==> src/rtl/led_event_scheduler_if.sv <==
// rtl/led_event_scheduler_if.sv - request/status/LED bundle between requesters and the LED scheduler
interface led_event_scheduler_if;
   logic [3:0] req;
   logic       cancel;
   logic       busy;
   logic [3:0] grant;
   logic [3:0] done;
   logic       led1;
   logic       led2;

   modport master (output req, cancel, input busy, grant, done, led1, led2);
   modport slave  (input req, cancel, output busy, grant, done, led1, led2);
endinterface

==> src/rtl/led_event_scheduler.sv <==
// rtl/led_event_scheduler.sv - queues four status requesters and plays one LED blink pattern at a time
module led_event_scheduler #(
   parameter int   TICK_DIV   = 1_200_000,
   parameter int   PLAY_TICKS = 20,
   parameter logic LED_ON     = 1'b0
) (
   input  logic                  clk_in,
   input  logic                  rst_n_in,
   led_event_scheduler_if.slave  bus
);
   localparam logic [23:0] DIV_LAST  = 24'(TICK_DIV - 1);
   localparam logic [7:0]  TCNT_LAST = 8'(PLAY_TICKS - 1);
   localparam logic        LED_OFF   = ~LED_ON;

   typedef enum logic {S_IDLE, S_PLAY} state_t;

   state_t      state;
   logic [3:0]  pending;
   logic [23:0] div_cnt;
   logic [7:0]  tcnt;
   logic [3:0]  pick;

   // Lowest set pending bit is the highest-priority waiting requester.
   always_comb pick = pending & (~pending + 4'd1);

   // LED levels {led1, led2} for a given grant at a given tick count.
   function automatic logic [1:0] pattern(input logic [3:0] g, input logic [7:0] t);
      logic [1:0] p;
      p = {LED_OFF, LED_OFF};
      if (g[0])      p = t[0] ? {LED_OFF, LED_ON} : {LED_ON, LED_OFF};
      else if (g[1]) p = {LED_ON, LED_OFF};
      else if (g[2]) p = {LED_OFF, LED_ON};
      else if (g[3]) p = t[2] ? {LED_OFF, LED_OFF} : {LED_ON, LED_ON};
      return p;
   endfunction

   // Scheduler FSM: request queue, tick divider, play timing and registered LED drive.
   always_ff @(posedge clk_in or negedge rst_n_in) begin
      if (!rst_n_in) begin
         state     <= S_IDLE;
         pending   <= 4'd0;
         div_cnt   <= 24'd0;
         tcnt      <= 8'd0;
         bus.busy  <= 1'b0;
         bus.grant <= 4'd0;
         bus.done  <= 4'd0;
         bus.led1  <= LED_OFF;
         bus.led2  <= LED_OFF;
      end else begin
         bus.done <= 4'd0;
         if (bus.cancel)
            pending <= 4'd0;
         else if (state == S_IDLE)
            pending <= (pending & ~pick) | bus.req;
         else
            pending <= pending | bus.req;

         case (state)
            S_IDLE: begin
               if (!bus.cancel && pending != 4'd0) begin
                  state                <= S_PLAY;
                  bus.grant            <= pick;
                  bus.busy             <= 1'b1;
                  div_cnt              <= 24'd0;
                  tcnt                 <= 8'd0;
                  {bus.led1, bus.led2} <= pattern(pick, 8'd0);
               end
            end
            S_PLAY: begin
               if (bus.cancel) begin
                  state                <= S_IDLE;
                  bus.busy             <= 1'b0;
                  bus.grant            <= 4'd0;
                  {bus.led1, bus.led2} <= {LED_OFF, LED_OFF};
               end else if (div_cnt == DIV_LAST) begin
                  div_cnt <= 24'd0;
                  if (tcnt == TCNT_LAST) begin
                     state                <= S_IDLE;
                     bus.done             <= bus.grant;
                     bus.grant            <= 4'd0;
                     bus.busy             <= 1'b0;
                     {bus.led1, bus.led2} <= {LED_OFF, LED_OFF};
                  end else begin
                     tcnt                 <= tcnt + 8'd1;
                     {bus.led1, bus.led2} <= pattern(bus.grant, tcnt + 8'd1);
                  end
               end else begin
                  div_cnt <= div_cnt + 24'd1;
               end
            end
            default: state <= S_IDLE;
         endcase
      end
   end
endmodule

==> src/flat_wrapper.sv <==
// flat-port wrapper written by rule: the top's interface ports become plain ports
module led_event_scheduler_flat 
#(
   parameter int   TICK_DIV   = 1_200_000,
   parameter int   PLAY_TICKS = 20,
   parameter logic LED_ON     = 1'b0
)
  (clk_in, rst_n_in, bus_req, bus_cancel, bus_busy, bus_grant, bus_done, bus_led1, bus_led2);
  led_event_scheduler_if bus_i ();
  input  logic clk_in;
  input  logic rst_n_in;
  input wire logic [$bits(bus_i.req)-1:0] bus_req;
  input wire logic [$bits(bus_i.cancel)-1:0] bus_cancel;
  output wire logic [$bits(bus_i.busy)-1:0] bus_busy;
  output wire logic [$bits(bus_i.grant)-1:0] bus_grant;
  output wire logic [$bits(bus_i.done)-1:0] bus_done;
  output wire logic [$bits(bus_i.led1)-1:0] bus_led1;
  output wire logic [$bits(bus_i.led2)-1:0] bus_led2;
  assign bus_i.req = bus_req;
  assign bus_i.cancel = bus_cancel;
  assign bus_busy = bus_i.busy;
  assign bus_grant = bus_i.grant;
  assign bus_done = bus_i.done;
  assign bus_led1 = bus_i.led1;
  assign bus_led2 = bus_i.led2;
  led_event_scheduler #(.TICK_DIV(TICK_DIV), .PLAY_TICKS(PLAY_TICKS), .LED_ON(LED_ON)) u_core (.clk_in(clk_in), .rst_n_in(rst_n_in), .bus(bus_i));
endmodule
==> config.mk <==
export PLATFORM = sky130hd
export DESIGN_NAME = led_event_scheduler_flat
export DESIGN_NICKNAME = d
export VERILOG_FILES = /design/src/rtl/led_event_scheduler_if.sv /design/src/rtl/led_event_scheduler.sv /design/src/flat_wrapper.sv
export SDC_FILE = /design/constraint.sdc
export NUM_CORES = 1
export LEC_CHECK = 0
export BUFFER_PORTS_ARGS = -buffer_cell sky130_fd_sc_hd__buf_4
export CAP_MARGIN = 20
export CORE_AREA = 2 2 84 86
export CTS_CLUSTER_DIAMETER = 30
export DETAILED_ROUTE_END_ITERATION = 10
export DIE_AREA = 0 0 86 88
export HOLD_SLACK_MARGIN = 0.15
export PLACE_DENSITY = 0.66
export SLEW_MARGIN = 20
export SYNTH_ARGS = -nofsm -noshare
export SYNTH_HDL_FRONTEND = slang
export SYNTH_SLANG_ARGS = --single-unit
==> constraint.sdc <==
create_clock -name clk_in -period 2 [get_ports clk_in]
set_input_delay 0.4 -clock clk_in [delete_from_list [all_inputs] [get_ports clk_in]]
set_output_delay 0.4 -clock clk_in [all_outputs]
set_load 0.005 [all_outputs]
Word level (Yosys, flattened, before mapping)
Cells that the tools add are included.
W data, S select, Z words.

operators by class
  equality and inequality tests = 8
  multiplexer cells = 50
  reductions and logical operators = 7
  bitwise logic cells = 7
  $add $sub $neg = 3

operator list
  kind                     number
  $mux W24                 3
  $pmux W24 S2             1
  $mux W4                  10
  $mux W8                  4
  $add A24 B1 Y24 const B  1
  $eq A24 B21 Y1 const B   1
  $mux W2                  10
  $mux W1                  16
  $pmux W8 S2              1
  $add A8 B1 Y8 const B    1
  $and A4 B4 Y4            2
  $eq A8 B5 Y1 const B     1
  $ne A2 B2 Y1 const B     4
  $not A4 Y4               2
  $or A4 B4 Y4             2
  $pmux W1 S2              4
  $pmux W4 S2              1
  $ne A3 B3 Y1 const B     2
  $add A4 B1 Y4 const B    1
  $reduce_and A2 Y1        2
  $reduce_and A4 Y1        1
  $reduce_bool A4 Y1       1
  $reduce_and A3 Y1        1
  $logic_and A1 B1 Y1      1
  2 further kinds          2

word-level totals
  register bits = 48
  word-level logic and storage cells = 84
  output and inout port bits = 11

Depth between registers and ports, before layout
Gate-level depths: netlist of run 1.

  word-level depth = 10
  mapped depth = 8
  depth with buffers taken out = 6

Worst setup path before layout of run 1
OpenSTA, ideal clock, no wires.

  path kind = register to register
  start point = register u_core.div_cnt[0]
  end point = register u_core.bus.led1
  stages on the path, launching flop included = 9
  library setup time = 0.082 ns
  data arrival time = 1.871 ns
  data required time = 1.918 ns
  clock period less this slack = 1.953 ns
  setup slack = 0.047 ns
  cell sequence = dfrtp_1 ha_1 and3_1 buf_6 and3_4 and2_2 buf_2 o22ai_1 mux2_2

between the ends
  cells in the longest elaborated chain, start to end = 3

ends and longest elaborated chain
  item                                line                          RTL
  start, declared                     led_event_scheduler.sv:19     logic [23:0] div_cnt;
  start signal, assigned              led_event_scheduler.sv:88     div_cnt <= div_cnt + 24'd1;
  $eq A24 B21 Y1                      led_event_scheduler.sv:75     end else if (div_cnt == DIV_LAST) begin
  $ne A3 B3 Y1 (no source line)       -
  $reduce_and A2 Y1 (no source line)  -
  end signal, assigned                led_event_scheduler.sv:74     {bus.led1, bus.led2} <= {LED_OFF, LED_OFF};
  end signal, assigned                led_event_scheduler.sv:82     {bus.led1, bus.led2} <= {LED_OFF, LED_OFF};
  end signal, assigned                led_event_scheduler.sv:85     {bus.led1, bus.led2} <= pattern(bus.grant, tcnt + 8'd1);
  end, declared                       led_event_scheduler_if.sv:12  modport slave (input req, cancel, output busy, grant, done, led1, led2);

No other way between the ends.
A chain may end at the register's enable or synchronous reset.

Worst setup path in the final report of run 1
  start point = register u_core.div_cnt[18]
  end point = register u_core.tcnt[6]

between the ends
  cells in the longest elaborated chain, start to end = 3

ends and longest elaborated chain
  item                                line                       RTL
  $eq A24 B21 Y1                      led_event_scheduler.sv:75
  $ne A2 B2 Y1 (no source line)       -
  $reduce_and A4 Y1 (no source line)  -
  end signal, assigned                led_event_scheduler.sv:84  tcnt <= tcnt + 8'd1;
  end, declared                       led_event_scheduler.sv:20  logic [7:0] tcnt;

No other way between the ends.

==> flow_metrics.py, run 1 <==
metrics = {
    "run_status": {
        "status": "finished, final reports clean",
    },
    "sta": {
        "clock_skew_ps": 3.97,
        "relSlewSlack_pct": 55.9,
        "final.period_utilization_pct": 94.6,
        "report.final.slew_viol_count": 0,
        "finalWorstPathRequiredPeriod_ps": 1890,
        "max_freq_mhz": 528,
        "number_of_setup_violations_in_the_final_report": 0,
        "timing_hold_violations_final": 0,
        "least_margin_pin_slew_ps": 656,
        "setup-tns-final_ps": 0,
        "post-route-worst-setup-slack_ps": 107,
    },
    "worst_setup_path": {
        "launching_element_type_of_the_critical_path": "flip-flop",
        "worst_r2r_startpoint": "u_core.div_cnt[18]",
        "cpPeakStageDelay_ps": 540,
        "crit_path_top_delay_cell": "or4_1",
        "path_buf_inv": 0,
        "cp.required_ps": 2240,
        "critical_path_peak_fanout": 11,
        "worst_setup_path_category": "reg2reg",
        "crit_start": "u_core.div_cnt[18]",
        "worstRegToRegCells": 5,
        "path_cells": "nor4b_2, and4_4, a21oi_4, or4_1, a21oi_2",
        "timing.critical_path.to_type": "flip-flop",
        "critical-path-top-delay-family": "simple AND/OR/NAND/NOR gates",
        "critical_path_arrival_ps": 2130,
        "ff2ff_setup_slack_ps": 110,
        "critical_path_depth": 5,
        "critical_path.reg2reg.endpoint": "u_core.tcnt[6]",
    },
    "floorplanning": {
        "num_io_pins": 18,
        "die_height_um": 88,
        "floorplan.core_area_um2": 6640,
        "fp-row-count": 30,
        "starting_utilization_of_the_core_area_pct": 39.8,
        "fp.dieW_um": 86,
        "fp.dieArea_um2": 7570,
    },
    "clock_network": {
        "worst_setup_hold_path_clk_slew_ps": 90,
        "worstSkewPairLatency_ps": 300,
        "tritoncts.num_buffers": 5,
        "cts_tree": "built",
        "clock_tree.htree_level_count": 2,
        "clk_path_buf_depth": 2,
        "clk_root_buffer_cell": "clkbuf_8",
        "clock_sinks": 48,
    },
    "yosys": {
        "syn_nets": 290,
        "netlist-cell-type-count": 55,
        "synth.ff_latch_count": 48,
        "postSynthCellCount": 281,
        "syn_avg_cell_area_um2": 9.41,
        "yosysWarningCount": 0,
        "post_synth_edffs": 0,
        "synth_sequential_area_ratio_pct": 45.5,
        "ys.flop_type": "dfrtp_1",
        "syn-cell-area_um2": 2650,
        "async_flop_share_pct": 100,
    },
    "layout": {
        "final_core_util_pct": 46.7,
        "fillCellCount": 631,
        "total_area_of_multi_input_combinational_cells_um2": 1380,
        "post_route_cells_drive_above_1_share_pct": 22.9,
        "top_library_cells_by_usage_in_the_layout_fill_and_taps_aside": "dfrtp_1 (43), buf_4 (36), nand2_1 (25), a21oi_1 (23), nor2_1 (19)",
        "num-nets-final": 323,
        "sequential_cell_area_um2": 1210,
        "areaGrowthSynthToFinish_pct": 17.3,
        "layout_commonest_cell": "dfrtp_1",
        "design_area_um2": 3100,
        "diodes": 0,
    },
    "power": {
        "power.ir.vdd_worst_uv": 405,
        "cellInternalPower_mw": 1.62,
        "powerDensity_nw_per_um2": 760,
        "swShare_pct": 31.3,
        "design_power_total_mw": 2.36,
        "p_leak_nw": 1.37,
        "power.share.sequential_pct": 48.8,
        "combinational_power_share_pct": 25.2,
        "power_switching_uw": 737,
        "p_clk_share_pct": 26.0,
    },
    "route": {
        "drt_pass1_iterations": 4,
        "drtIter0Drc": 148,
        "routedWlPerCell_um": 15.8,
        "drt-total-wl_mm": 6.23,
        "drc": 0,
        "vias_per_inst": 5.89,
        "via_count": 2327,
        "route.antenna.remaining_nets": 0,
    },
    "grt": {
        "grt.total_usage_pct": 17.8,
        "gr-total-overflow": 0,
        "antenna_found_initial": 0,
        "pin_count_of_the_biggest_net_entering_global_routing": 49,
        "first_pass_grt_wire_length_mm": 10.9,
        "first_global_vias": 2309,
    },
    "placement": {
        "final_hpwl_from_detailed_placement_mm": 4.20,
        "gp_routability_congestion": 0.835,
        "postPlaceCellArea_um2": 2940,
        "pre_cts_ws_ps": 44.5,
        "place.port_buffers": 17,
    },
    "min_path": {
        "hold_path.startpoint": "bus_req[2]",
        "hp-class": "in2reg",
        "worstHoldPathCells": 3,
        "hold-path-endpoint": "u_core.pending[2]",
    },
    "flow_run": {
        "cap_viol_max_count": 0,
    },
}
[how the worst max path moves through the flow]
stage	endpoint	slack, ps
after floorplan	u_core.bus.led1	50
after global placement	u_core.bus.led2	3
after detailed placement	u_core.bus.led2	40
after CTS	u_core.bus.led2	30
after global routing	u_core.tcnt[6]	-40
final	u_core.tcnt[6]	110
[what timing repair did]
| action | 4_1_cts | 5_1_grt |
|---|---|---|
| gates resized for setup | 0 | 9 |
| hold buffers | 1 | 0 |
| setup endpoints to repair | 0 | 17 |
| hold endpoints to repair | 46 | 0 |
| setup buffers | 0 | 3 |
[cell families after synthesis]
logic type               Yosys count  synth area share (%)
AND/OR/NAND/NOR                  120                  26.1
AO/OA/AOI/OAI                     89                  22.0
flip-flops                        48                  45.5
buffers and inverters             17                  3.55
multiplexers                       4                  1.61
adder cells (fa/ha/maj)            2                 0.946
XOR/XNOR                           1                 0.331
[layer usage]
metal	routed length, um	share of wire (%)	GRT usage, %	vias up
li1	-	-	-	1132
met4	84	1.3	6.20	0
met5	0	0	0	-
met3	156	2.5	2.26	7
met1	2980	48	25.2	1151
met2	3010	48	28.0	37
[through the flow]
step	hold WS (ps)	instances
after floorplan	104	281
after global placement	461	383
after detailed placement	461	383
after CTS	295	392
after global routing	294	395
final	305	395
[layout make-up]
type,instances,share of cell area [%]
inverters,5,0.605
clock buffers,6,2.66
well taps,80,3.23
clock inverters,2,0.323
multi-input cells,216,44.6
repair buffers,38,9.68
flip-flops and latches,48,38.9
[power by group through the flow]
stage,clock network (mW),registers [mW],logic [mW]
2_1_floorplan,0,1.16,0.325
3_3_place_gp,0,1.17,0.537
3_5_place_dp,0,1.18,0.544
4_1_cts,0.634,1.16,0.548
5_1_grt,0.669,1.17,0.666
6_report,0.613,1.15,0.594
[cells in the mapped netlist, types with 3 or more instances]
cell / instances / area, um2
and3_1: 8 / 50.1
and2_1: 7 / 43.8
nor4b_1: 4 / 35.0
o211ai_1: 5 / 37.5
o21ai_0: 12 / 60.1
or4_1: 5 / 37.5
nand4_1: 4 / 25.0
nor2b_1: 4 / 25.0
dfrtp_1: 46 / 1150
nand3_1: 11 / 55.1
clkbuf_1: 5 / 18.8
o31ai_1: 7 / 52.6
a21oi_1: 24 / 120
nor4_1: 4 / 25.0
and4_1: 3 / 26.3
a32o_1: 3 / 30.0
a22o_1: 3 / 26.3
buf_2: 4 / 20.0
nand2b_1: 3 / 18.8
nor2_1: 19 / 71.3
nand2_1: 25 / 93.8
a21o_1: 6 / 45.0
inv_1: 4 / 15.0
nor3_1: 6 / 30.0
a31oi_1: 13 / 81.3
[sequential cells by signal, summed over array words and instances (netlist names)]
register and count:
u_core.state 1, u_core.bus.busy 1, u_core.bus.grant 4, u_core.tcnt 8, u_core.div_cnt 24, u_core.bus.done 4, u_core.bus.led2 1, u_core.pending 4
u_core.bus.led1 1
[tightest hold or removal path, stage by stage]
cell and delay (ps):
buf_4 80, a21oi_1 30, nor2_1 70
(Power assumes the default switching activity.)
==> run 2: changes to the inputs <==
--- a/config.mk
+++ b/config.mk
@@ -5,12 +5,14 @@
 export SDC_FILE = /design/constraint.sdc
 export NUM_CORES = 1
 export LEC_CHECK = 0
+export ABC_CLOCK_PERIOD_IN_PS = 2000
 export BUFFER_PORTS_ARGS = -buffer_cell sky130_fd_sc_hd__buf_4
 export CAP_MARGIN = 20
 export CORE_AREA = 2 2 84 86
 export CTS_CLUSTER_DIAMETER = 30
 export DETAILED_ROUTE_END_ITERATION = 10
 export DIE_AREA = 0 0 86 88
+export GPL_TIMING_DRIVEN = 0
 export HOLD_SLACK_MARGIN = 0.15
 export PLACE_DENSITY = 0.66
 export SLEW_MARGIN = 20
==> flow_metrics.py, run 2 (same netlist as run 1, synthesis figures left out) <==
metrics = {
    "sta": {
        "grt_setup_unrepaired": "true",
        "clock_skew_ps": 9.87,
        "report.final.slew_viol_count": 0,
        "relSlewSlack_pct": 59.8,
        "hold-worst-slack_ps": 297,
        "timing_hold_violations_final": 0,
        "finalWorstPathRequiredPeriod_ps": 1930,
        "least_margin_pin_slew_ps": 603,
        "max_freq_mhz": 519,
        "number_of_setup_violations_in_the_final_report": 0,
        "final.period_utilization_pct": 96.3,
        "setup-tns-final_ps": 0,
    },
    "route": {
        "drc": 0,
        "drtIter0Drc": 152,
        "via_count": 2354,
        "drt-total-wl_mm": 6.44,
        "vias_per_inst": 5.93,
        "drt_pass1_iterations": 4,
        "route.antenna.remaining_nets": 0,
        "routedWlPerCell_um": 16.2,
    },
    "layout": {
        "layout_commonest_cell": "dfrtp_1",
        "top_library_cells_by_usage_in_the_layout_fill_and_taps_aside": "dfrtp_1 (40), buf_4 (30), nand2_1 (25), a21oi_1 (20), nor2_1 (16)",
        "num-nets-final": 325,
        "biggestRegsByFlops": "u_core.div_cnt x24, u_core.tcnt x8",
        "finish.cell_count_without_fillers": 397,
        "diodes": 0,
        "areaGrowthSynthToFinish_pct": 21.1,
        "regMostFlops": "u_core.div_cnt",
        "post_route_cells_drive_above_1_share_pct": 26.8,
        "largest_register_ffs": 24,
    },
    "clock_network": {
        "clk_path_buf_depth": 2,
        "clock_sinks": 48,
        "worstSkewPairLatency_ps": 310,
        "clock_tree.htree_level_count": 2,
        "clk_root_buffer_cell": "clkbuf_8",
        "cts_tree": "built",
        "worst_setup_hold_path_clk_slew_ps": 100,
        "tritoncts.num_buffers": 5,
    },
    "power": {
        "p_leak_nw": 1.36,
        "powerDensity_nw_per_um2": 760,
        "power.ir.vdd_worst_uv": 529,
    },
    "run_status": {
        "status": "finished, final reports clean",
    },
    "min_path": {
        "worstHoldPathCells": 3,
        "hp-class": "in2reg",
    },
    "placement": {
        "place_inst": 378,
        "place.port_buffers": 17,
        "gp_routability_congestion": 0.813,
        "final_hpwl_from_detailed_placement_mm": 4.29,
    },
    "worst_setup_path": {
        "critical_path_arrival_ps": 2170,
        "cp.required_ps": 2250,
        "launching_element_type_of_the_critical_path": "flip-flop",
        "worst_setup_path_category": "reg2reg",
        "timing.critical_path.to_type": "flip-flop",
        "worstRegToRegCells": 6,
        "critical_path_peak_fanout": 10,
    },
    "floorplanning": {
        "fp.dieArea_um2": 7570,
        "starting_utilization_of_the_core_area_pct": 39.8,
        "die_height_um": 88,
        "num_io_pins": 18,
        "fp.dieW_um": 86,
        "fp-row-count": 30,
        "floorplan.core_area_um2": 6640,
    },
    "grt": {
        "pin_count_of_the_biggest_net_entering_global_routing": 49,
        "gr-total-overflow": 0,
        "first_pass_grt_wire_length_mm": 10.7,
        "antenna_found_initial": 0,
        "first_global_vias": 2232,
        "grt.total_usage_pct": 17.6,
    },
    "flow_run": {
        "cap_viol_max_count": 0,
    },
}
[run 2: changes by cell type in the layout (fill, tap and decap cells not counted), moves of 3 or more]
cell,delta
a21oi_1,-3
dfrtp_2,+3
or4_1,-3
nor2_1,-3
a21oi_2,+3
dfrtp_1,-3
or4_4,+3
clkbuf_1,+4
buf_4,-6
[run 2: path summary, 6_finish.rpt]
kind	slack, ps	endpoint	from
max in group asynchronous	910	u_core.div_cnt[12]	rst_n_in
min	300	u_core.pending[0]	bus_req[0]
min in group asynchronous	640	u_core.pending[2]	rst_n_in
min reg2reg	500	u_core.div_cnt[6]	u_core.div_cnt[6]
max	70	u_core.tcnt[5]	u_core.div_cnt[13]
max reg2reg	70	u_core.tcnt[5]	u_core.div_cnt[13]
[run 2: final cells by class]
class,instances,area [um2]
fill,623,3440
multi-input combinational,216,1480
sequential,48,1210
timing repair buffer,29,220
tap,80,100
clock buffer,6,82.6
buffer,11,77.6
inverter,5,18.8
clock inverter,2,13.8
[run 2: per-layer routing]
metal | GRT usage (%) | share of wire, %
met5 | 0 | 0
met4 | 6.20 | 1.2
met3 | 1.98 | 3.0
met2 | 29.0 | 48
met1 | 24.1 | 47
[run 2: through the flow]
| stage | total power [mW] | instance area [um2] | util (%) | setup WS (ps) |
|---|---|---|---|---|
| finish | 2.43 | 3200 | 48.2 | 73.8 |
| detailed placement | 1.70 | 2870 | 43.2 | -265 |
| global placement | 1.68 | 2870 | 43.2 | -211 |
| CTS | 2.39 | 3070 | 46.2 | 3.15 |
| floorplan | 1.49 | 2650 | - | 46.6 |
| global route | 2.55 | 3200 | 48.2 | -7.53 |
[run 2: timing repair]
action                                  in CTS  in global routing
pin swaps                                    1                  5
setup buffers                                4                  7
hold buffers                                 1                  0
endpoints found under the setup margin      31                 36
endpoints found under the hold margin       46                  0
gates resized for setup                     13                 24
[run 2: critical path: stages, from the launching register on]
cell     delay [ps]
dfrtp_2         450
nor4b_2         280
and4_4          290
a21oi_2          70
buf_6           140
or4_4           510
a21oi_2         120
[run 2: where the power goes]
| group | internal (mW) | leakage (nW) | switching (mW) |
|---|---|---|---|
| registers | 1.07 | 0.637 | 0.0939 |
| clock network | 0.284 | 0.0516 | 0.355 |
| logic | 0.291 | 0.668 | 0.341 |
| total | 1.64 | 1.36 | 0.790 |
==> run 3: changes to the inputs <==
--- a/config.mk
+++ b/config.mk
@@ -5,13 +5,14 @@
 export SDC_FILE = /design/constraint.sdc
 export NUM_CORES = 1
 export LEC_CHECK = 0
+export ABC_AREA = 1
 export ABC_CLOCK_PERIOD_IN_PS = 2000
 export BUFFER_PORTS_ARGS = -buffer_cell sky130_fd_sc_hd__buf_4
 export CAP_MARGIN = 20
-export CORE_AREA = 2 2 84 86
+export CORE_AREA = 2 2 88 90
 export CTS_CLUSTER_DIAMETER = 30
 export DETAILED_ROUTE_END_ITERATION = 10
-export DIE_AREA = 0 0 86 88
+export DIE_AREA = 0 0 90 92
 export GPL_TIMING_DRIVEN = 0
 export HOLD_SLACK_MARGIN = 0.15
 export PLACE_DENSITY = 0.66
==> constraint.sdc (replaced) <==
create_clock -name clk_in -period 2 [get_ports clk_in]
set_input_delay 0.4 -clock clk_in [delete_from_list [all_inputs] [get_ports clk_in]]
set_output_delay 0.4 -clock clk_in [all_outputs]
set_load 0.05 [all_outputs]
==> flow_metrics.py, run 3 <==
metrics = {
    "run_status": {
        "status": "finished, final reports clean",
    },
    "worst_setup_path": {
        "critical_path_peak_fanout": 10,
        "launching_element_type_of_the_critical_path": "flip-flop",
        "worst_setup_path_category": "reg2reg",
        "ff2ff_setup_slack_ps": 160,
        "timing.critical_path.to_type": "flip-flop",
        "cp.required_ps": 2210,
        "critical_path_arrival_ps": 2050,
    },
    "floorplanning": {
        "die_height_um": 92,
        "num_io_pins": 18,
        "fp-row-count": 32,
        "fp.dieArea_um2": 8280,
        "fp.dieW_um": 90,
        "floorplan.core_area_um2": 7450,
        "starting_utilization_of_the_core_area_pct": 39.4,
    },
    "sta": {
        "post-route-worst-setup-slack_ps": 162,
        "setup-tns-final_ps": 0,
        "grt_setup_unrepaired": "false",
        "clock_skew_ps": 9.01,
        "timing_hold_violations_final": 0,
        "final.period_utilization_pct": 91.9,
        "report.final.slew_viol_count": 0,
        "hold-worst-slack_ps": 301,
        "max_freq_mhz": 544,
        "least_margin_pin_slew_ps": 627,
        "relSlewSlack_pct": 58.2,
        "finalWorstPathRequiredPeriod_ps": 1840,
        "number_of_setup_violations_in_the_final_report": 0,
    },
    "yosys": {
        "postSynthCellCount": 422,
        "yosysWarningCount": 0,
        "synth.top_cells.by_area": "dfrtp_1 (39%), nand2_1 (17%), nor2_1 (9.1%)",
        "async_flop_share_pct": 100,
        "syn_nets": 431,
        "netlist-cell-type-count": 33,
        "syn_avg_cell_area_um2": 6.96,
        "ys.flop_type": "dfrtp_1",
        "synth_top_area_cell": "dfrtp_1",
        "post_synth_edffs": 0,
        "most_used_standard_cells_in_the_synthesized_netlist": "nand2_1 (135), nor2_1 (71), dfrtp_1 (46)",
        "synth_top_area_share_pct": 39.2,
        "synth_sequential_area_ratio_pct": 41.0,
        "synth.ff_latch_count": 48,
        "post-synth-top-count-cell": "nand2_1",
        "syn-cell-area_um2": 2940,
    },
    "placement": {
        "final_hpwl_from_detailed_placement_mm": 5.20,
        "pre_cts_ws_ps": 205,
        "place.port_buffers": 17,
        "gp_routability_congestion": 0.918,
    },
    "power": {
        "power.ir.vdd_worst_uv": 457,
        "powerDensity_nw_per_um2": 789,
        "p_leak_nw": 1.58,
    },
    "layout": {
        "post_route_cells_drive_above_1_share_pct": 14.7,
        "areaGrowthSynthToFinish_pct": 13.7,
        "regMostFlops": "u_core.div_cnt",
        "diodes": 0,
        "top_library_cells_by_usage_in_the_layout_fill_and_taps_aside": "nand2_1 (135), nor2_1 (71), dfrtp_1 (46), inv_1 (41), nand3_1 (32)",
        "num-nets-final": 456,
        "biggestRegsByFlops": "u_core.div_cnt x24, u_core.tcnt x8",
        "layout_commonest_cell": "nand2_1",
        "largest_register_ffs": 24,
    },
    "clock_network": {
        "clock_sinks": 48,
        "worstSkewPairLatency_ps": 310,
        "cts_tree": "built",
        "worst_setup_hold_path_clk_slew_ps": 100,
        "cts.repair.resized": 0,
        "tritoncts.num_buffers": 5,
        "post_cts_buffers": 0,
        "clk_root_buffer_cell": "clkbuf_8",
        "clock_tree.htree_level_count": 2,
        "clk_path_buf_depth": 2,
    },
    "route": {
        "drtIter0Drc": 125,
        "drt-total-wl_mm": 7.13,
        "route.antenna.remaining_nets": 0,
        "drc": 0,
        "drt_pass1_iterations": 5,
        "via_count": 2738,
        "routedWlPerCell_um": 13.0,
        "vias_per_inst": 4.98,
    },
    "flow_run": {
        "cap_viol_max_count": 0,
    },
    "grt": {
        "antenna_found_initial": 0,
        "first_pass_grt_wire_length_mm": 12.1,
        "grt.total_usage_pct": 18.1,
        "gr-total-overflow": 0,
        "first_global_vias": 2676,
        "pin_count_of_the_biggest_net_entering_global_routing": 49,
    },
    "min_path": {
        "hp-class": "in2reg",
    },
}
==> run 3: cell types whose count changed in the layout (fill, tap and decap cells not counted), sizes merged, moves of 12 or more <==
cell | previous run | this run
inv | 6 | 48
nand3 | 11 | 34
nor2 | 19 | 78
a21oi | 26 | 6
nand2 | 26 | 145
a31oi | 13 | 1
==> run 3: power breakdown <==
group          switching (mW)  internal [mW]  total, mW
combinational           0.434          0.189      0.623
clock                   0.363          0.504      0.866
sequential             0.0784           1.06       1.14
total                   0.875           1.76       2.63
==> run 3: cells by family (layout without fill, tap and decap cells) <==
| kind of cell | count (synthesis) | in the layout | share of synthesized area [%] |
|---|---|---|---|
| adders and majority gates | 2 | 2 | 0.852 |
| AOI/OAI and AO/OA | 34 | 34 | 7.16 |
| and+or+nand+nor | 277 | 277 | 40.9 |
| xor gates and xnor gates | 8 | 8 | 2.39 |
| DFF | 48 | 48 | 41.0 |
| buffers and inverters | 53 | 79 | 7.67 |
==> run 3: layout make-up <==
class                      count  area (um2)
sequential                    48        1200
fill                         780        4110
multi-input combinational    321        1510
timing repair buffer          18         138
clock inverter                 3        68.8
tap                          102         128
clock buffer                   5        68.8
inverter                      47         176
buffer                         6        48.8
==> run 3: final timing paths <==
check / from / to / cells after the start
min in group asynchronous: rst_n_in / u_core.div_cnt[20] / 2
max in group asynchronous: rst_n_in / u_core.div_cnt[11] / 2
setup reg to reg: u_core.div_cnt[0] / u_core.tcnt[3] / 11
hold / removal: bus_cancel / u_core.pending[3] / 2
setup / recovery: u_core.div_cnt[0] / u_core.tcnt[3] / 11
hold reg to reg: u_core.bus.led1 / u_core.bus.led1 / 2
==> run 3: critical path, cell delays in order (launching register included) <==
cell and delay [ps]:
dfrtp_1 410, ha_1 190, nand2_1 130, inv_1 80
nand2_1 80, nor2_1 180, nand3_2 160, nand2_2 140
nand2_4 90, buf_12 150, nand2_1 70, o21ai_2 50
==> run 3: metal layers <==
layer	GRT usage [%]	part of all wire (%)	vias up
met2	32.1	49	65
met4	5.13	2.6	0
met5	0	0	-
li1	-	-	1373
met3	3.20	4.3	21
met1	22.6	44	1279
==> run 3: repair_timing <==
action	4_1_cts	5_1_grt
endpoints found under the setup margin	0	0
hold buffers	1	0
endpoints found under the hold margin	46	0
==> run 3: stage by stage <==
stage	utilization (%)	instances	area, um2	total power [mW]
global placement	42.8	541	3190	1.78
finish	44.8	550	3340	2.63
floorplan	-	422	2940	1.60
global route	44.8	550	3340	2.78
CTS	44.8	550	3340	2.66
detailed placement	42.8	541	3190	1.79
